$ cat src/rtl/fetch_ctrl.sv
// Instruction-fetch sequencer: owns the PC, issues one memory request at a time and
// loads the Fetch/Decode register, handling decode stalls and execute-stage redirects.
module fetch_ctrl #(
    parameter int unsigned       XLEN     = 32,
    parameter logic [XLEN-1:0]   RESET_PC = 32'h0000_0000
) (
    input  logic            clk,
    input  logic            rst,
    input  logic            PCsrcE,
    input  logic [XLEN-1:0] PCTargetE,
    input  logic            StallD,
    output logic            imem_req,
    output logic [XLEN-1:0] imem_addr,
    input  logic            imem_rvalid,
    input  logic [XLEN-1:0] imem_rdata,
    output logic [XLEN-1:0] PCF,
    output logic [XLEN-1:0] InstrD,
    output logic [XLEN-1:0] PCD,
    output logic [XLEN-1:0] PCPlus4D,
    output logic            ValidD
);

    localparam logic [XLEN-1:0] INSTR_BYTES = XLEN'(4);
    localparam logic [XLEN-1:0] ALIGN_MASK  = ~XLEN'(3);

    typedef enum logic [2:0] {
        IDLE,
        REQ,
        WAIT,
        HOLD,
        DROP
    } state_t;

    state_t          state;
    logic [XLEN-1:0] hold_data;
    logic [XLEN-1:0] hold_pc;
    logic [XLEN-1:0] pc_next;
    logic            can_load;

    assign pc_next   = PCF + INSTR_BYTES;
    assign can_load  = !ValidD || !StallD;
    assign imem_req  = (state == REQ);
    assign imem_addr = PCF;

    // A redirect pre-empts all other activity; a request still in flight forces DROP
    always_ff @(posedge clk or negedge rst) begin
        if (!rst) begin
            state     <= IDLE;
            PCF       <= RESET_PC;
            InstrD    <= '0;
            PCD       <= '0;
            PCPlus4D  <= '0;
            ValidD    <= 1'b0;
            hold_data <= '0;
            hold_pc   <= '0;
        end else if (PCsrcE) begin
            PCF       <= PCTargetE & ALIGN_MASK;
            ValidD    <= 1'b0;
            hold_data <= '0;
            hold_pc   <= '0;
            case (state)
                REQ, DROP: state <= DROP;
                WAIT:      state <= imem_rvalid ? REQ : DROP;
                default:   state <= REQ;
            endcase
        end else begin
            // Decode consumes a live instruction; a load below overrides this
            if (ValidD && !StallD) begin
                ValidD <= 1'b0;
            end
            case (state)
                IDLE: state <= REQ;
                REQ:  state <= WAIT;
                WAIT: begin
                    if (imem_rvalid) begin
                        if (can_load) begin
                            InstrD   <= imem_rdata;
                            PCD      <= PCF;
                            PCPlus4D <= pc_next;
                            ValidD   <= 1'b1;
                            PCF      <= pc_next;
                            state    <= REQ;
                        end else begin
                            hold_data <= imem_rdata;
                            hold_pc   <= PCF;
                            state     <= HOLD;
                        end
                    end
                end
                HOLD: begin
                    if (!StallD) begin
                        InstrD   <= hold_data;
                        PCD      <= hold_pc;
                        PCPlus4D <= hold_pc + INSTR_BYTES;
                        ValidD   <= 1'b1;
                        PCF      <= pc_next;
                        state    <= REQ;
                    end
                end
                DROP: begin
                    if (imem_rvalid) begin
                        state <= REQ;
                    end
                end
                default: state <= IDLE;
            endcase
        end
    end

endmodule

$ cat config.mk
export PLATFORM = sky130hd
export DESIGN_NAME = fetch_ctrl
export DESIGN_NICKNAME = d
export VERILOG_FILES = /design/src/rtl/fetch_ctrl.sv
export SDC_FILE = /design/constraint.sdc
export NUM_CORES = 1
export LEC_CHECK = 0
export CAP_MARGIN = 20
export CORE_MARGIN = 1
export CORE_UTILIZATION = 51
export DETAILED_ROUTE_END_ITERATION = 12
export PLACE_DENSITY = 0.81
export SYNTH_ARGS = -nofsm -noshare
export SYNTH_HDL_FRONTEND = slang
export SYNTH_SLANG_ARGS = --single-unit
$ cat constraint.sdc
create_clock -name clk -period 2.35 [get_ports clk]
set_input_delay 0.705 -clock clk [delete_from_list [all_inputs] [get_ports clk]]
set_output_delay 0.705 -clock clk [all_outputs]
set_load 0.01 [all_outputs]
* Word level (Yosys, flattened, before mapping)
Cells that the tools add are included.
Word-level totals: bits in registers 196, bits in latches 0, memory bits (writable) 0, memory bits (read-only) 0, input port bits 69, output and inout bits 162, logic and storage cells 74, memories kept 0
Cells by class: add/subtract/negate cells 2, multiply operators 0, div/mod/pow operators 0, order comparisons 0, equal/unequal tests 12, shift-type cells 0, muxes and demuxes 37, bitwise logic cells 1, reductions and logical operators 14
Operators by type and width (count):
- $mux 32 | 19
- $pmux 32 s2 | 4
- $add 32x3->32 const B | 2
- $mux 3 | 5
- $pmux 3 s5 | 1
- $ne 3x3->1 const B | 4
- $ne 2x2->1 const B | 4
- $eq 3x2->1 const B | 2
- $pmux 3 s2 | 1
- $reduce_and 3->1 | 2
- $reduce_bool 2->1 | 3
- $mux 1 | 5
- $reduce_and 5->1 | 1
- $reduce_and 4->1 | 1
- $eq 3x1->1 const B | 1
- $eq 3x3->1 const B | 1
- $logic_not 3->1 | 1
- $reduce_bool 3->1 | 1
- $logic_not 1->1 | 2
- $mux 2 | 1
- $pmux 1 s2 | 1
- $reduce_or 2->1 | 1
- $logic_and 1x1->1 | 1
- $logic_or 1x1->1 | 1
- $not 1->1 | 1

* Depth between registers and ports, before layout
Gate-level depths: netlist (run 1).
word-level depth 7, mapped depth 9, gate-level depth less buffers 6

* Least setup slack after synthesis (run 1)
Ideal clock, no wire load.
kind register to register, start point reg PCF[2], end point reg PCPlus4D[22], setup time 0.126 ns, arrival 2.111 ns, data required time 2.224 ns, path slack 0.113 ns, cell stages (with the launch flop) 8, path buffers 1, clock period less this slack 2.237 ns, cells stage by stage dfrtp_1 ha_1 nand3_1 nor4_1 buf_2 nand2_1 xnor2_1 a221o_1
On the way: cells in the longest elaborated chain, start to end 4
Ends and longest elaborated chain:
- start: declaration | RTL line 16 | output logic [XLEN-1:0] PCF,
- start signal: assignment | RTL line 57 | PCF <= PCTargetE & ALIGN_MASK;
- start signal: assignment | RTL line 81 | PCF <= pc_next;
- start signal: assignment | RTL line 96 | PCF <= pc_next;
- $add 32x3->32 | RTL line 40 | assign pc_next = PCF + INSTR_BYTES;
- $mux 32 | RTL line 76 | if (can_load) begin
- $mux 32 | RTL line 75 | if (imem_rvalid) begin
- $pmux 32 s2 | RTL line 71 | case (state)
- end signal: assignment | RTL line 79 | PCPlus4D <= pc_next;
- end signal: assignment | RTL line 94 | PCPlus4D <= hold_pc + INSTR_BYTES;
- end: declaration | RTL line 19 | output logic [XLEN-1:0] PCPlus4D,
Every way passes these cells. The select of a mux whose other input is x is not followed. A chain may end at the register's enable or synchronous reset.

* Worst setup path after layout (run 1)
start point reg PCF[17], end point out PCF[17]
No word-level cell between the ends.

==> flow_metrics.tcl, run 1 <==
set metrics [dict create \
    status "complete, no violations" \
    netlist_instances 1204 \
    p_per_area_mw_per_mm2 939 \
    hold-worst-slack_ps 199 \
    cts_tree "yes" \
    area_delta_synth_final_pct 33.2 \
    holdBufCountCts 0 \
    ios 231 \
    syn_area_per_cell_um2 8.34 \
    synth_top_area_share_pct 47.4 \
    cts.sinks 190 \
    cpLargestDelayFamily "buffers and inverters" \
    port_buffers 224 \
    grt.total_usage_pct 30.6 \
    crit_path_max_incr_delay_ps 610 \
    nFillCells 1497 \
    rows 50 \
    hold_violations 0 \
    finalWorstSetupSlack_ps 30.5 \
    critPathRequiredTime_ps 1640 \
    yosysMostFrequentCell "nand2_1" \
    placed_cells 1637 \
    die_h_um 142 \
    ys_seq_elements 190 \
    fin_cells 1670 \
    peakVddDrop_mv 0.637 \
    fmax_mhz 431 \
    grt_pass1_vias 9222 \
    timing.setup.tns_ps 0 \
    nNetsFinal 1468 \
    wire_per_inst_um 18.0 \
    setup_viol 0 \
    gp_congestion 0.914 \
    grt_max_degree 107 \
    worstSetupStartpointType "flop" \
    initial_core_util_pct 52.8 \
    synth-edff-count 0 \
    final_area_mm2 0.0134 \
    cap_violations 0 \
    slew_headroom_pct 65.7 \
    hpwl_mm 21.1 \
    timing.final.crit_share_pct 98.7 \
    p_leak_nw 5.50 \
    ys_types 54 \
    grt_pass1_wl_mm 48.2 \
    yosys.area.top_type "dfrtp_1" \
    die-area_mm2 0.0202 \
    gr-total-overflow 0 \
    fin_crit_ps 2320 \
    ant_nets 0 \
    ys.flop_type "dfrtp_1" \
    cp.buffers_inverters 1 \
    skew_ps 11.4 \
    clk_pin_slew_ps 80 \
    yosysWarnings 0 \
    worst_pin_slew_ps 512 \
    synthTopCellsByArea "dfrtp_1, nand2_1, a31oi_1, a21oi_1, xor2_1" \
    cp-end-kind "primary output" \
    r2r-start "PCF[2]$_DFFE_PN0P_" \
    crit_slowest_cell "clkdlybuf4s50_1" \
    clockBufferDepth 2 \
    synthTopCellsByCount "nand2_1, dfrtp_1, nor2_1, clkbuf_1, a21oi_1" \
    synth-seq-area-share_pct 47.4 \
    antenna_found_initial 0 \
    firstDrtPassIters 5 \
    antenna_cells 0 \
    r2r_cells 7 \
    coreArea_mm2 0.0190 \
    utilization_pct 70.3 \
    vias_per_cell 5.78 \
    vias 9649 \
    dpl_cell_area_mm2 0.0127 \
    r2r-end "PCPlus4D[22]$_DFFE_PN0P_" \
    clkLatencyLatePin_ps 440 \
    die_w_um 142 \
    cts_made_buffers 17 \
    htree_levels 4 \
    drive_gt1_share_pct 10.6 \
    pre_cts_ws_ps -346 \
    cts-root-buf "clkbuf_16" \
    crit_chain "clkdlybuf4s50_1" \
    slew_violations 0 \
    syn_area_mm2 0.0100 \
    drt_iter0_drc 1003 \
    async_flop_share_pct 100 \
    drc 0 \
    routed_wl_mm 30.1 \
    crit_fanout 8 \
    total_power_mw 12.5 \
    cp.arrival_ps 1610 \
    hold_class "in2async" \
    worstSetupPathType "reg2out" \
    reg2reg_slack_ps 50 \
]
==> power by group <==
group | total, mW | switching, mW | internal (mW)
Combinational | 4.80 | 2.25 | 2.54
Clock | 2.95 | 1.43 | 1.52
Sequential | 4.80 | 0.658 | 4.14
==> cells by family (layout without fill, tap and decap cells) <==
group	Yosys count	in the layout	synth area share, %
xor+xnor	69	69	6.02
mux	15	15	1.51
other cells	1	4	0.0374
fa+ha+maj	2	2	0.249
compound gates	218	218	12.8
flops	190	190	47.4
simple gates	564	564	25.0
buf+inv	145	348	7.02
==> routing by layer <==
layer / up-vias / wire [µm] / track usage [%] / share of wire (%)
li1: 4438 / - / - / -
met1: 4622 / 12400 / 41.5 / 41
met2: 517 / 14300 / 49.3 / 47
met3: 72 / 2460 / 4.51 / 8.2
met4: 0 / 977 / 12.2 / 3.2
met5: - / 0 / 0 / 0
==> cell usage in the layout, fill, tap and decap left out, types with 3 or more instances in the layout <==
master / Yosys / final
nand2_1: 335 / 334
clkdlybuf4s50_1: 0 / 221
dfrtp_1: 190 / 175
nor2_1: 85 / 84
buf_4: 37 / 74
a21oi_1: 73 / 73
a31oi_1: 64 / 64
o21ai_0: 48 / 48
xor2_1: 37 / 37
xnor2_1: 32 / 32
nand4_1: 29 / 29
nand3_1: 28 / 28
and3_1: 20 / 20
clkbuf_16: 0 / 17
dfrtp_2: 0 / 15
mux2i_1: 14 / 14
nor3_1: 13 / 11
and4_1: 11 / 11
buf_12: 0 / 11
nor4_1: 11 / 10
inv_1: 8 / 8
and2_1: 8 / 7
o211ai_1: 6 / 6
inv_6: 0 / 5
or3_1: 4 / 4
o31ai_1: 4 / 4
a221o_1: 4 / 4
conb_1: 1 / 4
nand2b_1: 3 / 3
nor2b_1: 3 / 3
o21a_1: 3 / 3
or4_1: 3 / 3
clkinv_8: 0 / 3
==> cell type report <==
type / count / area (µm²) / area share [%]
well taps: 260 / 325 / 2.43
inverters: 8 / 30.0 / 0.225
multi-input cells: 872 / 4630 / 34.6
clock inverters: 15 / 175 / 1.31
clock buffers: 17 / 425 / 3.18
repair buffers: 308 / 3010 / 22.5
flip-flops and latches: 190 / 4770 / 35.7
==> flip-flops by register name (all words and copies together), names as in the netlist <==
register	flops
InstrD	32
hold_data	32
PCD	31
hold_pc	31
PCF	30
PCPlus4D	30
state	3
ValidD	1
==> worst max-delay path by stage <==
stage	start	end	slack, ps	depth (start not counted)
2_1_floorplan	PCF[2]$_DFFE_PN0P_	PCPlus4D[22]$_DFFE_PN0P_	110	7
3_3_place_gp	imem_rvalid	PCF[12]$_DFFE_PN0P_	-280	8
3_5_place_dp	imem_rvalid	PCPlus4D[17]$_DFFE_PN0P_	-350	6
4_1_cts	PCF[6]$_DFFE_PN0P_	imem_addr[6]	10	1
5_1_grt	PCF[11]$_DFFE_PN0P_	imem_addr[11]	-6	2
6_report	PCF[17]$_DFFE_PN0P_	PCF[17]	30	1
==> timing repair <==
item,CTS,global route
setup buffers,0,1
resized for setup,8,9
endpoints found under the setup margin,14,16
Note: power is estimated with default switching activity, not from simulation.
==> run 2, diff against run 1 <==
--- a/config.mk
+++ b/config.mk
@@ -10,6 +10,7 @@
 export CORE_UTILIZATION = 51
 export DETAILED_ROUTE_END_ITERATION = 12
 export PLACE_DENSITY = 0.81
+export SLEW_MARGIN = 20
 export SYNTH_ARGS = -nofsm -noshare
 export SYNTH_HDL_FRONTEND = slang
 export SYNTH_SLANG_ARGS = --single-unit
==> results of run 2 <==
Final layout, timing and power as in run 1 (identical DEF).
==> run 3, diff against run 2 <==
--- a/config.mk
+++ b/config.mk
@@ -9,7 +9,7 @@
 export CORE_MARGIN = 1
 export CORE_UTILIZATION = 51
 export DETAILED_ROUTE_END_ITERATION = 12
-export PLACE_DENSITY = 0.81
+export PLACE_DENSITY = 0.82
 export SLEW_MARGIN = 20
 export SYNTH_ARGS = -nofsm -noshare
 export SYNTH_HDL_FRONTEND = slang
==> run 3 against run 2 <==
Effect of this change:
- non-clock buffer count is 5 higher
- count of clock-buffer cells in the layout grew 1
- first-iteration DRC count grew 5.3%
- largest power group unchanged
==> flow_metrics.tcl, run 3 (synthesized netlist as in run 1, its figures left out) <==
set metrics [dict create \
    coreArea_mm2 0.0190 \
    skew_ps 9.89 \
    total_power_mw 12.7 \
    htree_levels 4 \
    crit_fanout 8 \
    reg_top3 "InstrD: 32 flops, hold_data: 32 flops" \
    area_delta_synth_final_pct 33.8 \
    grt_pass1_wl_mm 49.2 \
    worst_pin_slew_ps 643 \
    rsz0062_at_grt "false" \
    hold_class "in2async" \
    wire_per_inst_um 18.4 \
    layout_commonest_cell "nand2_1" \
    cp.arrival_ps 1610 \
    cts_tree "yes" \
    die-area_mm2 0.0202 \
    p_leak_nw 5.54 \
    timing.final.crit_share_pct 98.4 \
    cts_made_buffers 17 \
    cts.sinks 190 \
    routed_wl_mm 30.9 \
    holdBufCountCts 0 \
    cts-root-buf "clkbuf_16" \
    cp.buffers_inverters 2 \
    fin_crit_ps 2310 \
    clkLatencyLatePin_ps 430 \
    initial_core_util_pct 52.8 \
    slew_violations 0 \
    p_per_area_mw_per_mm2 942 \
    post_cts_buffers 0 \
    worstSetupPathType "reg2out" \
    antenna_cells 0 \
    drive_gt1_share_pct 10.5 \
    placed_cells 1643 \
    crit_chain "buf_4 -> clkdlybuf4s50_1" \
    die_w_um 142 \
    drt_iter0_drc 1056 \
    hold_violations 0 \
    firstDrtPassIters 9 \
    ant_nets 0 \
    critPathRequiredTime_ps 1640 \
    rows 50 \
    cap_violations 0 \
    nFillCells 1477 \
    clk_pin_slew_ps 70 \
    hpwl_mm 21.7 \
    drc 0 \
    dpl_cell_area_mm2 0.0128 \
    fin_cells 1675 \
    vias 9770 \
    utilization_pct 70.6 \
    port_buffers 224 \
    final_area_mm2 0.0134 \
    fmax_mhz 432 \
    grt_max_degree 104 \
    vias_per_cell 5.83 \
    grt.total_usage_pct 31.3 \
    grt_pass1_vias 9426 \
    timing.setup.tns_ps 0 \
    slew_headroom_pct 56.8 \
    worstSetupStartpointType "flop" \
    die_h_um 142 \
    peakVddDrop_mv 0.578 \
    cpLargestDelayFamily "buffers and inverters" \
    antenna_found_initial 0 \
    crit_path_max_incr_delay_ps 550 \
    setup_viol 0 \
    clockBufferDepth 2 \
    ios 231 \
    cp-end-kind "primary output" \
    gr-total-overflow 0 \
    status "complete, no violations" \
    gp_congestion 0.912 \
    nNetsFinal 1473 \
    final_cell_mix "nand2_1, clkdlybuf4s50_1, dfrtp_1" \
    crit_slowest_cell "clkdlybuf4s50_1" \
]
-- run 3: changes by cell type in the layout (fill, tap and decap cells not counted), moves of 2 or more --
cell	previous run	this run
buf_4	74	77
clkinv_4	2	4
dfrtp_2	15	10
inv_6	5	2
clkinv_8	3	1
dfrtp_1	175	180
-- run 3: final timing paths --
check / start / to / slack, ps / depth (start not counted)
min reg2reg: PCPlus4D[12]$_DFFE_PN0P_ / PCPlus4D[12]$_DFFE_PN0P_ / 490 / 2
min in group clk: PCPlus4D[12]$_DFFE_PN0P_ / PCPlus4D[12]$_DFFE_PN0P_ / 490 / 2
max reg2reg: PCF[2]$_DFFE_PN0P_ / PCPlus4D[16]$_DFFE_PN0P_ / 110 / 6
max in group asynchronous: rst / PCF[18]$_DFFE_PN0P_ / 1520 / 2
min: rst / PCD[8]$_DFFE_PN0P_ / 170 / 1
max: PCF[10]$_DFFE_PN0P_ / imem_addr[10] / 40 / 2
-- run 3: area by class of cell --
| cell class | instances | area [µm²] | share of cell area (%) |
|---|---|---|---|
| Inverter | 8 | 30.0 | 0.224 |
| Tap cell | 260 | 325 | 2.42 |
| Multi-Input combinational cell | 872 | 4630 | 34.4 |
| Clock buffer | 18 | 439 | 3.27 |
| Timing Repair Buffer | 313 | 3060 | 22.8 |
| Sequential cell | 190 | 4770 | 35.5 |
| Clock inverter | 14 | 178 | 1.32 |
-- run 3: worst register-to-register path: stages (launching register included) --
cell and delay, ps:
dfrtp_1 360, ha_1 220, nand3_1 310, nor3_1 640, and4_1 270, nor3_1 60
o31ai_1 270
-- run 3: timing repair --
| item | CTS | global route |
|---|---|---|
| resized for setup | 4 | 9 |
| endpoints found under the setup margin | 5 | 14 |
| cloned | 0 | 0 |
-- run 3: where the power goes --
group / total (mW) / switching [mW] / internal, mW / leakage, nW
sequential: 4.82 / 0.675 / 4.14 / 2.38
clock: 3.01 / 1.37 / 1.64 / 0.296
combinational: 4.82 / 2.25 / 2.58 / 2.86
total: 12.7 / 4.29 / 8.36 / 5.54
-- run 3: through the flow --
stage                     hold slack, ps  worst slack, ps
final                                166             37.1
after global routing                 169             3.62
after CTS                            164             3.51
after detailed placement             474             -325
after global placement               461             -295
after floorplan                      409              113
-- run 3: layer usage --
metal  vias up  global-route usage (%)  wire length [µm]
li1       4457                       -                 -
met1      4635                    41.2             12200
met2       584                    50.4             14700
met3        94                    5.28              2800
met4         0                    14.7              1160
met5         -                       0                 0
